**src/rtl/mips_pkg.sv**
```systemverilog
// Shared MIPS fetch-path definitions: default reset PC, instruction width and
// the fetch queue entry that pairs an instruction word with its address.
package mips_pkg;

  localparam logic [31:0] RESET_PC_DEFAULT = 32'h0000_0000;
  localparam int unsigned INSTR_W          = 32;

  typedef struct packed {
    logic [31:0]        pc;
    logic [INSTR_W-1:0] instr;
  } fetch_entry_t;

endpackage

```
**src/rtl/fetch_buffer_mips.sv**
```systemverilog
// Two-entry FIFO of fetched instructions with synchronous flush. A flush may
// optionally retain the entry behind the head (used to keep a delay slot).
module fetch_buffer_mips
  import mips_pkg::*;
(
  input  logic         clk,
  input  logic         reset,
  input  logic         flush,
  input  logic         keep_next,
  input  logic         push,
  input  fetch_entry_t push_data,
  input  logic         pop,
  output fetch_entry_t head,
  output logic [1:0]   count
);

  fetch_entry_t mem [2];
  logic         rd_ptr;
  logic         wr_ptr;
  logic [1:0]   count_q;

  // A flush with push leaves exactly the pushed entry; keep_next slides the
  // second entry into the head position and frees the old head slot.
  always_ff @(posedge clk) begin
    if (reset) begin
      mem[0]  <= '0;
      mem[1]  <= '0;
      rd_ptr  <= 1'b0;
      wr_ptr  <= 1'b0;
      count_q <= 2'd0;
    end else if (flush) begin
      if (keep_next && count_q == 2'd2) begin
        rd_ptr  <= ~rd_ptr;
        wr_ptr  <= rd_ptr;
        count_q <= 2'd1;
      end else if (push) begin
        mem[0]  <= push_data;
        rd_ptr  <= 1'b0;
        wr_ptr  <= 1'b1;
        count_q <= 2'd1;
      end else begin
        rd_ptr  <= 1'b0;
        wr_ptr  <= 1'b0;
        count_q <= 2'd0;
      end
    end else begin
      if (push) begin
        mem[wr_ptr] <= push_data;
        wr_ptr      <= ~wr_ptr;
      end
      if (pop) rd_ptr <= ~rd_ptr;
      count_q <= count_q + {1'b0, push} - {1'b0, pop};
    end
  end

  assign head  = mem[rd_ptr];
  assign count = count_q;

endmodule

```
**src/rtl/fetch_unit_mips.sv**
```systemverilog
// MIPS fetch stage: PC, credit-limited imem requests, 2-entry return queue,
// redirect flush and sticky misaligned-target fault. Option: FETCH_MIPS_DELAY_SLOT_EN.
module fetch_unit_mips
  import mips_pkg::*;
#(
  parameter logic [31:0] RESET_PC = RESET_PC_DEFAULT,
  parameter int unsigned IMEM_AW  = 10
) (
  input  logic               i_clk,
  input  logic               i_reset,
  output logic               o_imem_req,
  output logic [IMEM_AW-1:0] o_imem_addr,
  input  logic               i_imem_gnt,
  input  logic [31:0]        i_imem_rdata,
  output logic               o_valid,
  input  logic               i_ready,
  output logic [INSTR_W-1:0] o_instr,
  output logic [31:0]        o_pc,
  output logic [31:0]        o_pc_plus4,
  input  logic               i_redirect,
  input  logic [31:0]        i_redirect_pc,
  output logic               o_fault
);

  logic [31:0]  pc_q;
  logic [31:0]  pc_next;
  logic         fault_q;
  logic         inflight_q;
  logic         inflight_drop_q;
  logic [31:0]  inflight_pc_q;
  logic         drop_next;
  logic         keep_next;
  logic         push;
  fetch_entry_t push_data;
  fetch_entry_t head;
  logic [1:0]   count;
  logic [2:0]   load;
  logic         pop;
  logic         grant;
  logic         arrive;
  logic         misaligned;

  fetch_buffer_mips u_buffer (
    .clk       (i_clk),
    .reset     (i_reset),
    .flush     (i_redirect),
    .keep_next (keep_next),
    .push      (push),
    .push_data (push_data),
    .pop       (pop),
    .head      (head),
    .count     (count)
  );

  assign o_valid    = (count != 2'd0) && !fault_q;
  assign o_instr    = head.instr;
  assign o_pc       = head.pc;
  assign o_pc_plus4 = head.pc + 32'd4;
  assign o_fault    = fault_q;
  assign pop        = o_valid && i_ready;

  // Queued plus in-flight words, minus the one leaving now, must leave a slot.
  assign load        = {1'b0, count} + {2'b00, inflight_q};
  assign o_imem_req  = !i_reset && !fault_q && (load < (3'd2 + {2'b00, pop}));
  assign o_imem_addr = pc_q[IMEM_AW+1:2];
  assign grant       = o_imem_req && i_imem_gnt;
  assign arrive      = inflight_q && !inflight_drop_q;
  assign misaligned  = i_redirect && (i_redirect_pc[1:0] != 2'b00);

`ifdef FETCH_MIPS_DELAY_SLOT_EN
  logic        pend_q;
  logic        pend_next;
  logic [31:0] pend_pc_q;
  logic [31:0] pend_pc_next;
  logic        ds;

  assign ds = i_redirect && pop && !misaligned;

  always_ff @(posedge i_clk) begin
    if (i_reset) begin
      pend_q    <= 1'b0;
      pend_pc_q <= '0;
    end else begin
      pend_q    <= pend_next;
      pend_pc_q <= pend_pc_next;
    end
  end
`endif

  always_comb begin
    keep_next       = 1'b0;
    push            = arrive && !i_redirect;
    push_data.pc    = inflight_pc_q;
    push_data.instr = i_imem_rdata;
    drop_next       = i_redirect;
    pc_next         = pc_q;
    if (grant) pc_next = pc_q + 32'd4;
`ifdef FETCH_MIPS_DELAY_SLOT_EN
    pend_next    = pend_q;
    pend_pc_next = pend_pc_q;
    if (grant && pend_q) begin
      pc_next   = pend_pc_q;
      pend_next = 1'b0;
    end
    if (i_redirect) pend_next = 1'b0;
`endif
    if (i_redirect) pc_next = i_redirect_pc;
`ifdef FETCH_MIPS_DELAY_SLOT_EN
    // The slot (popped PC + 4) survives from the queue, the arriving word or
    // this cycle's grant; failing all three it is fetched before the target.
    if (ds) begin
      if (count == 2'd2) begin
        keep_next = 1'b1;
      end else if (arrive && inflight_pc_q == o_pc_plus4) begin
        push = 1'b1;
      end else if (grant && pc_q == o_pc_plus4) begin
        drop_next = 1'b0;
      end else begin
        pc_next      = o_pc_plus4;
        pend_next    = 1'b1;
        pend_pc_next = i_redirect_pc;
      end
    end
`endif
  end

  always_ff @(posedge i_clk) begin
    if (i_reset) begin
      pc_q            <= RESET_PC;
      fault_q         <= 1'b0;
      inflight_q      <= 1'b0;
      inflight_drop_q <= 1'b0;
      inflight_pc_q   <= '0;
    end else begin
      pc_q            <= pc_next;
      inflight_q      <= grant;
      inflight_drop_q <= drop_next;
      inflight_pc_q   <= pc_q;
      if (misaligned) fault_q <= 1'b1;
    end
  end

endmodule

```
**config.mk**
```make
export PLATFORM = sky130hd
export DESIGN_NAME = fetch_unit_mips
export DESIGN_NICKNAME = d
export VERILOG_FILES = /design/src/rtl/mips_pkg.sv /design/src/rtl/fetch_buffer_mips.sv /design/src/rtl/fetch_unit_mips.sv
export SDC_FILE = /design/constraint.sdc
export NUM_CORES = 1
export LEC_CHECK = 0
export ABC_AREA = 1
export ABC_CLOCK_PERIOD_IN_PS = 4280
export CAP_MARGIN = 20
export CORE_MARGIN = 1
export CORE_UTILIZATION = 47
export DETAILED_ROUTE_END_ITERATION = 10
export HOLD_SLACK_MARGIN = 0.03
export PLACE_DENSITY = 0.83
export SYNTH_ARGS = -nofsm -noshare
export SYNTH_HDL_FRONTEND = slang
export SYNTH_SLANG_ARGS = --single-unit
```
**constraint.sdc**
```tcl
create_clock -name i_clk -period 4.28 [get_ports i_clk]
set_clock_uncertainty 0.05 [all_clocks]
set_input_delay 0.856 -clock i_clk [delete_from_list [all_inputs] [get_ports i_clk]]
set_output_delay 0.856 -clock i_clk [all_outputs]
set_load 0.02 [all_outputs]
```
Word-level counts from Yosys, hierarchy flattened. Memories as Yosys holds them, arrays and structs flattened. A register that Yosys moved wholly into a read port is not among the register bits. Index checks and enable logic that the tools add are counted.

Output and inout bits: 109. Memories: 1. Memory bits (writable): 128. Word-level logic and storage cells: 58. Register bits: 71. Bits of input ports: 69.

Reduce and logical (&&, ||, !) cells: 18. Add/sub/neg operators: 6. Multiplexer cells: 21. Bitwise logic cells: 3. Magnitude comparators: 1.

Memories: u_buffer.mem (depth 2, bits a word 64, rd ports 1, clocked after Yosys merged registers in 1, wr ports 2, line fetch_buffer_mips.sv:17) `fetch_entry_t mem [2];`.

Operator list (number): 64-bit 2-to-1 mux (2); 32-bit by 3-bit adder with 32-bit output, second input constant (2); 32-bit 2-to-1 mux (2); 64-bit OR reduction (1); 1-bit 2-to-1 mux (16); 1-bit logical AND (8); 2-bit nonzero test (4); 1-bit zero test (4); 2-bit by 1-bit adder with 3-bit output (1); 2-bit by 1-bit adder with 3-bit output, first input constant (1); 3-bit less-than comparator (1); 2-bit by 1-bit adder with 2-bit output (1); 2-bit 2-to-1 mux (1); 1-bit inverter (2); 2-bit OR reduction (1); 2-bit by 1-bit subtractor with 2-bit output (1); 1-bit OR (1).

Depth between registers and ports, before layout.
Word-level depth: 9. Gate-level depth with buffers: 13. Depth with buffers taken out: 12.

Hierarchy. Synthesis repeated with hierarchy kept, for this count alone.

Cell total of the unflattened synthesis: 1095. Area total of the unflattened synthesis: 10313.6 um^2.

By module, submodules not included: fetch_buffer_mips (area an instance 6108.4 um^2, cells each 447, sequential area each 3943.8 um^2, instances 1); fetch_unit_mips (area an instance 4205.3 um^2, cells each 648, sequential area each 1341.3 um^2, instances 1).

Worst setup path before layout. Ideal clock, no wire load.

Kind: input-to-reg. From: input i_redirect. To: memory u_buffer.mem[1][0] (netlist bit), enable pin. Stages on the path: 6. Buffers on the path: 3. Setup time: 423 ps. Data required time: 3807 ps. Setup slack: 601 ps. Arrival time: 3206 ps. Path through: buf_2 nor2_1 nand3_1 clkbuf_1 clkbuf_1 nand2_1.

RTL lines: start, declared (line fetch_unit_mips.sv:20) `input logic i_redirect,`; end, declared (line fetch_buffer_mips.sv:17).

==> results.yml <==
global_routing:
  grt.total_usage: 0.224
  overflow: 0
  first_global_vias: 7662
  antenna_found_initial: 0
  grt_pass1_wl_mm: 38.2
  grt_start_max_net_pins: 66
placement:
  io_buffers: 177
  hpwl_mm: 17.9
  dpl.cell_count: 1648
  gp_congestion: 0.952
yosys:
  ys_types: 37
  ys_ff_latch: 200
  synth_area_um2: 10100
  avgSynthCellArea_um2: 8.17
  synth-edff-count: 128
  synth_nets: 1313
  seq_area_frac_synth: 0.523
  synth_flop_cell: "edfxtp_1"
  yosys_warnings: 0
  synthArstFlopShare: 0
  syn_inst: 1238
setup_path:
  critPathMostFrequentCell: "nand2_1"
  start_kind: "flop"
  max_stage_delay_ns: 0.61
  r2r_slack_ns: 1.80
  critPathCaptureType: "output pin"
  timing.rr.start: "inflight_q"
  arrival_ns: 2.95
  slowest_stage: "clkdlybuf4s50_1"
  worst_r2r_endpoint: "pc_q[17]"
  critPathRequiredTime_ns: 3.37
  path_cells: "buf_12 > o21ai_2 > ha_1 > nand2_1 > nor2_1 > nand2_1 > inv_1 > nand3_1 > xor2_1 > clkdlybuf4s50_1"
  reg2reg_depth: 9
  crit_fanout: 27
  crit_type: "reg -> out"
cells_and_area:
  n_antenna_cell: 0
  areaGrowthSynthToFinish_pct: 24.7
  instances_no_fill: 1681
  drive_above_1_share: 0.0839
  nets: 1468
floorplan:
  core_um2: 21000
  io_pins: 178
  dieArea_um2: 22100
  num_rows: 53
  die_x_um: 149
  start_util: 0.481
  die_height_um: 149
worst_hold_path:
  worstHoldStart: "pc_q[1]"
  hold_class: "reg -> reg"
  hold_depth: 2
  holdPathEnd: "inflight_pc_q[1]"
power:
  powerDensity_nw_per_um2: 332
  peakVddDrop_mv: 0.289
  power.leakage_nw: 5.11
route:
  dr.pass1.iters: 5
  drt-total-wl_mm: 24.6
  avgViaCountPerCell: 4.88
  drt_iter0_markers: 586
  final_antenna_net_count: 0
  drc: 0
  wl_per_cell_um: 14.6
  vias: 8210
clock_tree:
  clk_latency_ns: 0.44
  cts_setup_buffers: 0
  clk_pin_slew_ns: 0.08
  hold_buffers: 0
  cts-root-buf: "clkbuf_16"
  cts.sink_count: 200
  cts_resized: 0
  cts_max_path_buffers: 2
  h-tree-depth: 4
  cts_made_buffers: 17
  cts_tree: "yes"
run_status:
  status: "finished, final reports clean"
flow_run:
  maxCapViolCount: 0
timing:
  final-hold-violation-count: 0
  post-route-period-util: 0.901
  worstMarginPinSlew_ns: 0.952
  setup_tns_ns: 0
  rsz0062_at_grt: "no"
  setup_violations: 0
  period_needed_ns: 3.85
  max_freq_mhz: 259
  maxSlewViolCount: 0
  relSlewSlack: 0.363
[per-layer routing]
layer | global-route usage | routed length [µm] | part of all wire
met5 | 0 | 0 | 0
met4 | 0.0732 | 431 | 0.018
met3 | 0.0423 | 1390 | 0.056
met2 | 0.374 | 12100 | 0.49
met1 | 0.291 | 10700 | 0.43
[worst max-delay path, delay by kind of cell, from the launching register on]
| kind | cells | cell delay, ns |
|---|---|---|
| buffers and inverters | 3 | 0.96 |
| AND/OR/NAND/NOR | 4 | 0.51 |
| AO/OA/AOI/OAI | 1 | 0.19 |
| adder cells (fa/ha/maj) | 1 | 0.26 |
| flip-flops | 1 | 0.44 |
| XOR/XNOR | 1 | 0.14 |
[layout make-up]
cell class	instances	area (µm²)
Clock buffer	19	454
Clock inverter	13	113
Fill cell	1830	8420
Multi-Input combinational cell	788	3770
Timing Repair Buffer	188	1890
Sequential cell	200	5290
Tap cell	275	344
Inverter	198	743
[power by group]
group | leakage, nW | internal, mW | switching (mW)
Clock | 0.282 | 0.796 | 0.741
Sequential | 1.92 | 2.12 | 0.0436
Combinational | 2.91 | 0.206 | 0.272
Total | 5.11 | 3.13 | 1.06
[worst max path at each step]
| stage | endpoint | slack (ns) | startpoint | cells after the start |
|---|---|---|---|---|
| after CTS | o_pc_plus4[24] | 0.21 | flop | 10 |
| after global routing | o_pc_plus4[12] | 0.23 | flop | 9 |
| after floorplan | u_buffer.mem[1][0] | 0.60 | i_redirect | 6 |
| after detailed placement | o_pc_plus4[24] | 0.67 | flop | 10 |
| final | o_pc_plus4[24] | 0.43 | flop | 10 |
| after global placement | o_pc_plus4[28] | 0.74 | flop | 9 |
[state kept, by name, indices dropped and copies added (netlist names), named ones only]
signal	flops
u_buffer.mem	128
inflight_pc_q	32
pc_q	32
u_buffer.count	2
inflight_drop_q	1
inflight_q	1
o_fault	1
u_buffer.rd_ptr	1
u_buffer.wr_ptr	1
[cells in the mapped netlist, types with 6 or more instances]
cell type,n,share of area
edfxtp_1,128,0.38
ha_1,6,0.0074
inv_1,194,0.072
nand2_2,7,0.0043
nand4_1,7,0.0043
o21ai_2,9,0.0078
nand3_1,60,0.030
dfxtp_1,72,0.14
buf_4,13,0.0097
buf_2,6,0.0030
a21oi_1,22,0.011
mux2_2,34,0.038
nor2_1,290,0.11
nand2_1,269,0.10
xor2_1,23,0.020
clkbuf_1,22,0.0082
o21ai_0,27,0.013
nor2_2,7,0.0043
[placed cells by master (no fill, tap or decap), types with 6 or more instances in the layout]
cell type	netlist	layout
a21oi_1	22	22
nor2_2	7	7
mux2_2	34	34
xor2_1	23	23
o21ai_2	9	9
ha_1	6	6
buf_4	13	8
nand2_1	269	266
edfxtp_1	128	128
nor2_1	290	290
clkdlybuf4s50_1	0	176
nand2_2	7	10
inv_1	194	194
clkbuf_16	0	18
nand4_1	7	7
o21ai_0	27	27
nand3_1	60	59
dfxtp_1	72	71
[metrics by stage]
step                      total power [mW]  hold slack [ns]  cell area, µm²   util  worst slack (ns)
after CTS                             4.20            0.400           12600  0.598             0.205
final                                 4.18            0.405           12600  0.599             0.426
after detailed placement              2.69            0.379           12000  0.572             0.670
after floorplan                       2.46            0.355           10100      -             0.601
after global routing                  4.31            0.413           12600  0.599             0.230
after global placement                2.68            0.368           12000  0.572             0.739
[cell families after synthesis]
logic type | after synthesis | share of synthesized area
and+or+nand+nor | 655 | 0.264
buffers and inverters | 250 | 0.105
DFF | 200 | 0.523
AOI/OAI and AO/OA | 69 | 0.0416
muxes | 34 | 0.0379
xor gates and xnor gates | 24 | 0.0208
adders and majority gates | 6 | 0.00743
Note: power is estimated with default switching activity, not from simulation.
